## config.mk

```make
export PLATFORM = sky130hd
export DESIGN_NAME = fifo_v3
export DESIGN_NICKNAME = d
export VERILOG_FILES = /design/src/rtl/fifo_v3.sv
export SDC_FILE = /design/constraint.sdc
export NUM_CORES = 1
export LEC_CHECK = 0
export BUFFER_PORTS_ARGS = -buffer_cell sky130_fd_sc_hd__buf_2
export CAP_MARGIN = 20
export CORE_MARGIN = 5
export CORE_UTILIZATION = 62
export DETAILED_ROUTE_END_ITERATION = 6
export PLACE_DENSITY = 0.93
export SLEW_MARGIN = 10
export SYNTH_ARGS = -nofsm -noshare
export SYNTH_HDL_FRONTEND = slang
export SYNTH_SLANG_ARGS = --single-unit
```

## constraint.sdc

```tcl
create_clock -name clk_i -period 5 [get_ports clk_i]
set_input_delay 1 -clock clk_i [delete_from_list [all_inputs] [get_ports clk_i]]
set_output_delay 1 -clock clk_i [all_outputs]
set_load 0.01 [all_outputs]
```

## src/rtl/fifo_v3.sv

```systemverilog
// Parameterisable synchronous FIFO with optional fall-through and a DEPTH=0 pass-through mode.
// Define FIFO_V3_ASSERT_EN to compile in simulation-only usage checks.
module fifo_v3 #(
  parameter bit          FALL_THROUGH = 1'b0,
  parameter int unsigned DATA_WIDTH   = 32,
  parameter int unsigned DEPTH        = 8,
  parameter type         dtype        = logic [DATA_WIDTH-1:0],
  localparam int unsigned ADDR_DEPTH  = (DEPTH > 1) ? $clog2(DEPTH) : 1
) (
  input  logic                  clk_i,
  input  logic                  rst_ni,
  input  logic                  flush_i,
  input  logic                  testmode_i,
  output logic                  full_o,
  output logic                  empty_o,
  output logic [ADDR_DEPTH-1:0] usage_o,
  input  dtype                  data_i,
  input  logic                  push_i,
  output dtype                  data_o,
  input  logic                  pop_i
);

  localparam int unsigned         FIFO_DEPTH = (DEPTH > 0) ? DEPTH : 1;
  localparam logic [ADDR_DEPTH:0]   FULL_CNT = (ADDR_DEPTH+1)'(FIFO_DEPTH);
  localparam logic [ADDR_DEPTH:0]   CNT_ZERO = {(ADDR_DEPTH+1){1'b0}};
  localparam logic [ADDR_DEPTH:0]   CNT_ONE  = {{ADDR_DEPTH{1'b0}}, 1'b1};
  localparam logic [ADDR_DEPTH-1:0] PTR_ZERO = {ADDR_DEPTH{1'b0}};
  localparam logic [ADDR_DEPTH-1:0] PTR_ONE  = {{(ADDR_DEPTH-1){1'b0}}, 1'b1};
  localparam logic [ADDR_DEPTH-1:0] PTR_LAST = ADDR_DEPTH'(FIFO_DEPTH - 32'd1);
  localparam dtype                  ZERO_ENTRY = dtype'({$bits(dtype){1'b0}});

  logic [ADDR_DEPTH-1:0] read_ptr_q, read_ptr_d;
  logic [ADDR_DEPTH-1:0] write_ptr_q, write_ptr_d;
  logic [ADDR_DEPTH:0]   status_cnt_q, status_cnt_d;
  dtype                  mem_q [FIFO_DEPTH];
  dtype                  mem_d [FIFO_DEPTH];
  logic                  push_en_s, pop_en_s, ft_bypass_s;
  logic                  unused_testmode_s;

  assign unused_testmode_s = testmode_i;

  // Output decode; pass-through mode bypasses storage entirely.
  always_comb begin
    full_o  = (status_cnt_q == FULL_CNT);
    empty_o = (status_cnt_q == CNT_ZERO) && !(FALL_THROUGH && push_i);
    usage_o = status_cnt_q[ADDR_DEPTH-1:0];
    data_o  = mem_q[read_ptr_q];
    if (DEPTH == 32'd0) begin
      data_o  = data_i;
      empty_o = ~push_i;
      full_o  = ~pop_i;
      usage_o = PTR_ZERO;
    end else if (FALL_THROUGH && (status_cnt_q == CNT_ZERO) && push_i) begin
      data_o = data_i;
    end else begin
      data_o = mem_q[read_ptr_q];
    end
  end

  // Next-state for pointers, fill count and memory.
  always_comb begin
    read_ptr_d   = read_ptr_q;
    write_ptr_d  = write_ptr_q;
    status_cnt_d = status_cnt_q;
    mem_d        = mem_q;
    // A fall-through push consumed in the same cycle never touches storage.
    ft_bypass_s  = FALL_THROUGH && (status_cnt_q == CNT_ZERO) && push_i && pop_i;
    push_en_s    = push_i && !full_o && (DEPTH != 32'd0) && !ft_bypass_s;
    pop_en_s     = pop_i && !empty_o && (DEPTH != 32'd0) && !ft_bypass_s;

    if (push_en_s) begin
      mem_d[write_ptr_q] = data_i;
      write_ptr_d = (write_ptr_q == PTR_LAST) ? PTR_ZERO : (write_ptr_q + PTR_ONE);
    end else begin
      write_ptr_d = write_ptr_q;
    end

    if (pop_en_s) begin
      read_ptr_d = (read_ptr_q == PTR_LAST) ? PTR_ZERO : (read_ptr_q + PTR_ONE);
    end else begin
      read_ptr_d = read_ptr_q;
    end

    case ({push_en_s, pop_en_s})
      2'b10:   status_cnt_d = status_cnt_q + CNT_ONE;
      2'b01:   status_cnt_d = status_cnt_q - CNT_ONE;
      default: status_cnt_d = status_cnt_q;
    endcase

    if (flush_i) begin
      read_ptr_d   = PTR_ZERO;
      write_ptr_d  = PTR_ZERO;
      status_cnt_d = CNT_ZERO;
    end else begin
      status_cnt_d = status_cnt_d;
    end
  end

  // State registers; reset clears memory as well as the bookkeeping.
  always_ff @(posedge clk_i or negedge rst_ni) begin
    if (!rst_ni) begin
      read_ptr_q   <= PTR_ZERO;
      write_ptr_q  <= PTR_ZERO;
      status_cnt_q <= CNT_ZERO;
      mem_q        <= '{default: ZERO_ENTRY};
    end else begin
      read_ptr_q   <= read_ptr_d;
      write_ptr_q  <= write_ptr_d;
      status_cnt_q <= status_cnt_d;
      mem_q        <= mem_d;
    end
  end

`ifdef FIFO_V3_ASSERT_EN
  if (DATA_WIDTH == 0) begin : g_width_check
    $fatal(1, "fifo_v3: DATA_WIDTH must be non-zero");
  end

  // Usage checks against the handshake rules.
  always_ff @(posedge clk_i) begin
    if (rst_ni) begin
      assert (!(push_i && full_o)) else $error("fifo_v3: push while full");
      assert (!(pop_i && empty_o)) else $error("fifo_v3: pop while empty");
    end else begin
    end
  end
`endif

endmodule

```

Word-level counts from Yosys, hierarchy flattened
Index checks and enable logic that the tools add are counted. W data, S select, Z words.

Add/sub/neg operators: 4. Reductions and logical operators: 9. Multiplexer cells: 14. Eq/ne operators: 5. Bitwise logic cells: 2. $lt $le $gt $ge: 3.

Operators with widths (count): $bwmux W256 (1); $bmux W32 S3 (1); $demux W32 S3 (1); $mux W32 (3); $mux W3 (6); $ge A4 B4 Y1 const B (2); $not A3 Y4 (2); $pmux W4 S2 (1); $add A3 B1 Y3 const B (2); $eq A3 B3 Y1 const B (2); $add A4 B1 Y4 const B (1); $eq A4 B4 Y1 const B (1); $logic_not A4 Y1 (1); $lt A4 B1 Y1 const B (1); $mux W4 (1); $reduce_bool A2 Y1 (2); $sub A4 B1 Y4 const B (1); $logic_and A1 B1 Y1 (3); $reduce_bool A3 Y1 (1); $eq A2 B1 Y1 const B (1); $eq A2 B2 Y1 const B (1); $logic_not A1 Y1 (2).

Logic and storage cells: 48. Input bits: 38. Bits in registers: 266.

Longest topological paths before layout
Depth in word-level cells: 6. Depth in mapped cells: 9. Mapped depth without buffers: 8.

Least setup slack after synthesis
OpenSTA, ideal clock, no wires.

Kind: register to output. Start point: register read_ptr_q[0]. End point: output data_o[10] (netlist name). Data required time: 4.000 ns. Setup slack: 2.259 ns. Cell stages (with the launch flop): 4. Data arrival time: 1.741 ns. Cells stage by stage: dfrtp_1 > buf_1 > mux4_2 > mux2_2.

RTL lines: start: declaration (RTL line 32) `logic [ADDR_DEPTH-1:0] read_ptr_q, read_ptr_d;`; start signal: assignment (RTL line 107) `read_ptr_q <= read_ptr_d;`; end: declaration (RTL line 19) `output dtype data_o,`.

==> reports/qor.txt <==
Worst Hold Class: flip-flop to flip-flop
Final Core Density: 70.15%
Global-route wire length before repair: 41680 um
Drt first pass iters: 4
Worst hold path startpoint: mem_q[105]$_DFFE_PN0P_
Maxcap violations: 0
Total gr overflow: 0
DRT iter0 DRCs: 410
Crit start category: flip-flop
Pwr dens: 525.5 mW/mm2
Post-synth EDFFs: 0
Most common cell in the netlist: mux2_2
Max-slew violations: 0
Die W: 149.9 um
Yosys warning count: 0
Clock root buffer: clkbuf_16
Vias per inst: 6.160
Share of cells above drive strength 1: 59.90%
Hold_buf cts: 0
Fill cell count: 1234
Largest net degree at the start of global routing: 146
Hold Crit Endpoint: mem_q[105]$_DFFE_PN0P_
Core ar.: 0.01933 mm2
Final period util: 77.12%
DRT antenna net count: 0
Register area share after synthesis: 54.88%
Final Total Pwr: 7128 uW
Num rows: 51
Finish-stage setup viols: 0
Die area: 0.02246 mm2
Setup bufs post-CTS: 0
Leading area contributor after synthesis: dfrtp_1
Arrival time worst endpoint: 2.86 ns
Unique cell type count in the Yosys netlist: 39
Setup skew after layout: 0.01294 ns
Avg Synthesized Cell Area: 16.50 um2
Initial antenna violation count: 0
CTS H-tree depth: 1
Status: finished clean
RSZ-0062 raised after global routing: false
Area Overhead vs Synth: 11.83%
Seq cells post-synth: 266
Vias: 6708
Slew margin rel.: 28.14%
CTS tree: done
Async set-reset flop share out of synthesis: 100.0%
CTS buffer count: 27
Reg2Reg Setup Slack: 2.08 ns
Routability Congestion: 0.7733
Worst slew pin tran: 1.078 ns
R2r worst-path depth: 5
Starting Density: 62.73%
Mapped Nets: 779
Hold path depth: 1
Synth top area cells: dfrtp_1 55%, mux2_2 26%, mux4_2 12%, buf_2 0.95%, ha_1 0.62%
Critical Path RT: 4.00 ns
Cells after Synth: 735
Post-route setup slack: 1.144 ns
Reg clk slew, reported paths: 0.06 ns
CTS resizes: 0
Final HPWL DP: 15590 um
Ports: 75
WS Path Type: flip-flop to output port
Maximum vdd drop: 0.0003991 V
Setup crit start: read_ptr_q[0]$_DFFE_PN0P_
Final net count: 846
Top-area cell type share of the netlist area: 54.88%
Netlist Area Pre-Place: 0.01213 mm2
Setup_tns: 0 ns
Achievable clock frequency: 259.3 MHz
Minimum clock period: 3.856 ns
Die Ht: 149.9 um
Ys flop type: dfrtp_1
Post-route DRC: 0
Final WL: 25190 um
Clock sink count: 266
Skew-Pair Late Insertion Delay: 0.53 ns
Max FO, Critical Path: 37
Vias in the first global route: 7618
Static Leak: 0.006193 uW
List of most frequent post-synthesis cells: 284 x mux2_2, 266 x dfrtp_1, 64 x mux4_2
Buffers on Ports: 73
CTS max path bufs: 3
Worst reg2reg path startpoint: status_cnt_q[2]$_DFFE_PN0P_
Hold violation count in the final report: 0
Post-Place Worst Slack: 1.619 ns
Worst R2R End: mem_q[247]$_DFFE_PN0P_
Crit path capture type: output port
DR WL/cell: 23.13 um
Total GRT Usage: 23.55%
[power by group]
part           internal, uW  switching [uW]  total, uW
clock network          1090             801       1890
registers              2750             432       3180
logic                  1250             809       2060
[cells in the final DEF, fill, tap and decap left out, drive strengths merged, types with 2 or more instances in the layout]
cell    instances
nor3            2
a31oi           2
inv             4
nand2           5
mux2          288
nand4b          2
clkinv          7
xor2            3
mux4           64
or3             2
buf            91
nand4           2
nor4b           3
ha              6
nand3b          3
clkbuf         41
mux2i           3
o21ai           2
nor2            9
a21oi           4
dfrtp         266
[worst max-delay path: stages, from the launching register on]
cell     delay (ns)
dfrtp_4        0.92
buf_12         0.35
mux4_2         0.56
mux2_2         0.31
buf_2          0.15
[worst max path at each step]
stage | end | slack (ns) | cells past startpoint
after global routing | data_o[19] | 0.97 | 4
after detailed placement | mem_q[247]$_DFFE_PN0P_ | 1.62 | 6
after floorplan | data_o[10] | 2.26 | 3
after CTS | data_o[19] | 1.06 | 4
after global placement | mem_q[254]$_DFFE_PN0P_ | 1.66 | 6
final | data_o[19] | 1.14 | 4
[layout make-up]
| class | instances | area (um2) | share of cell area (%) |
|---|---|---|---|
| flip-flops and latches | 266 | 6663 | 49.12 |
| repair buffers | 91 | 535.5 | 3.948 |
| clock inverters | 9 | 51.30 | 0.3782 |
| multi-input cells | 413 | 5181 | 38.20 |
| clock buffers | 41 | 788.3 | 5.811 |
| well taps | 265 | 331.6 | 2.444 |
| inverters | 3 | 11.26 | 0.08302 |
| diodes | 1 | 2.502 | 0.01845 |
[metal layers]
layer	global-route usage (%)	vias up	wire [um]
li1	-	2905	-
met1	30.69	3611	10240
met2	41.61	142	13340
met3	3.846	50	1026
met4	5.993	0	584
met5	0	-	0
[cells by family after synthesis]
kind of cell | count (synthesis) | synth area share (%)
simple gates | 32 | 1.908
buf+inv | 56 | 2.496
fa+ha+maj | 6 | 0.6189
flops | 266 | 54.88
xor+xnor | 3 | 0.2167
compound gates | 17 | 1.011
mux | 355 | 38.87
[metrics by stage]
step | hold WS (ns) | instances | cell area, um2
final | 0.4840 | 1089 | 13560
after global routing | 0.5084 | 1088 | 13560
after CTS | 0.4910 | 1088 | 13560
after detailed placement | 0.4774 | 1038 | 12720
after global placement | 0.4627 | 1038 | 12720
after floorplan | 0.4524 | 735 | 12130
[state kept, by name, indices dropped and copies added, names as in the netlist]
register,count
mem_q,256
write_ptr_q,3
read_ptr_q,3
status_cnt_q,4
Power figures use the tool's default switching activity.
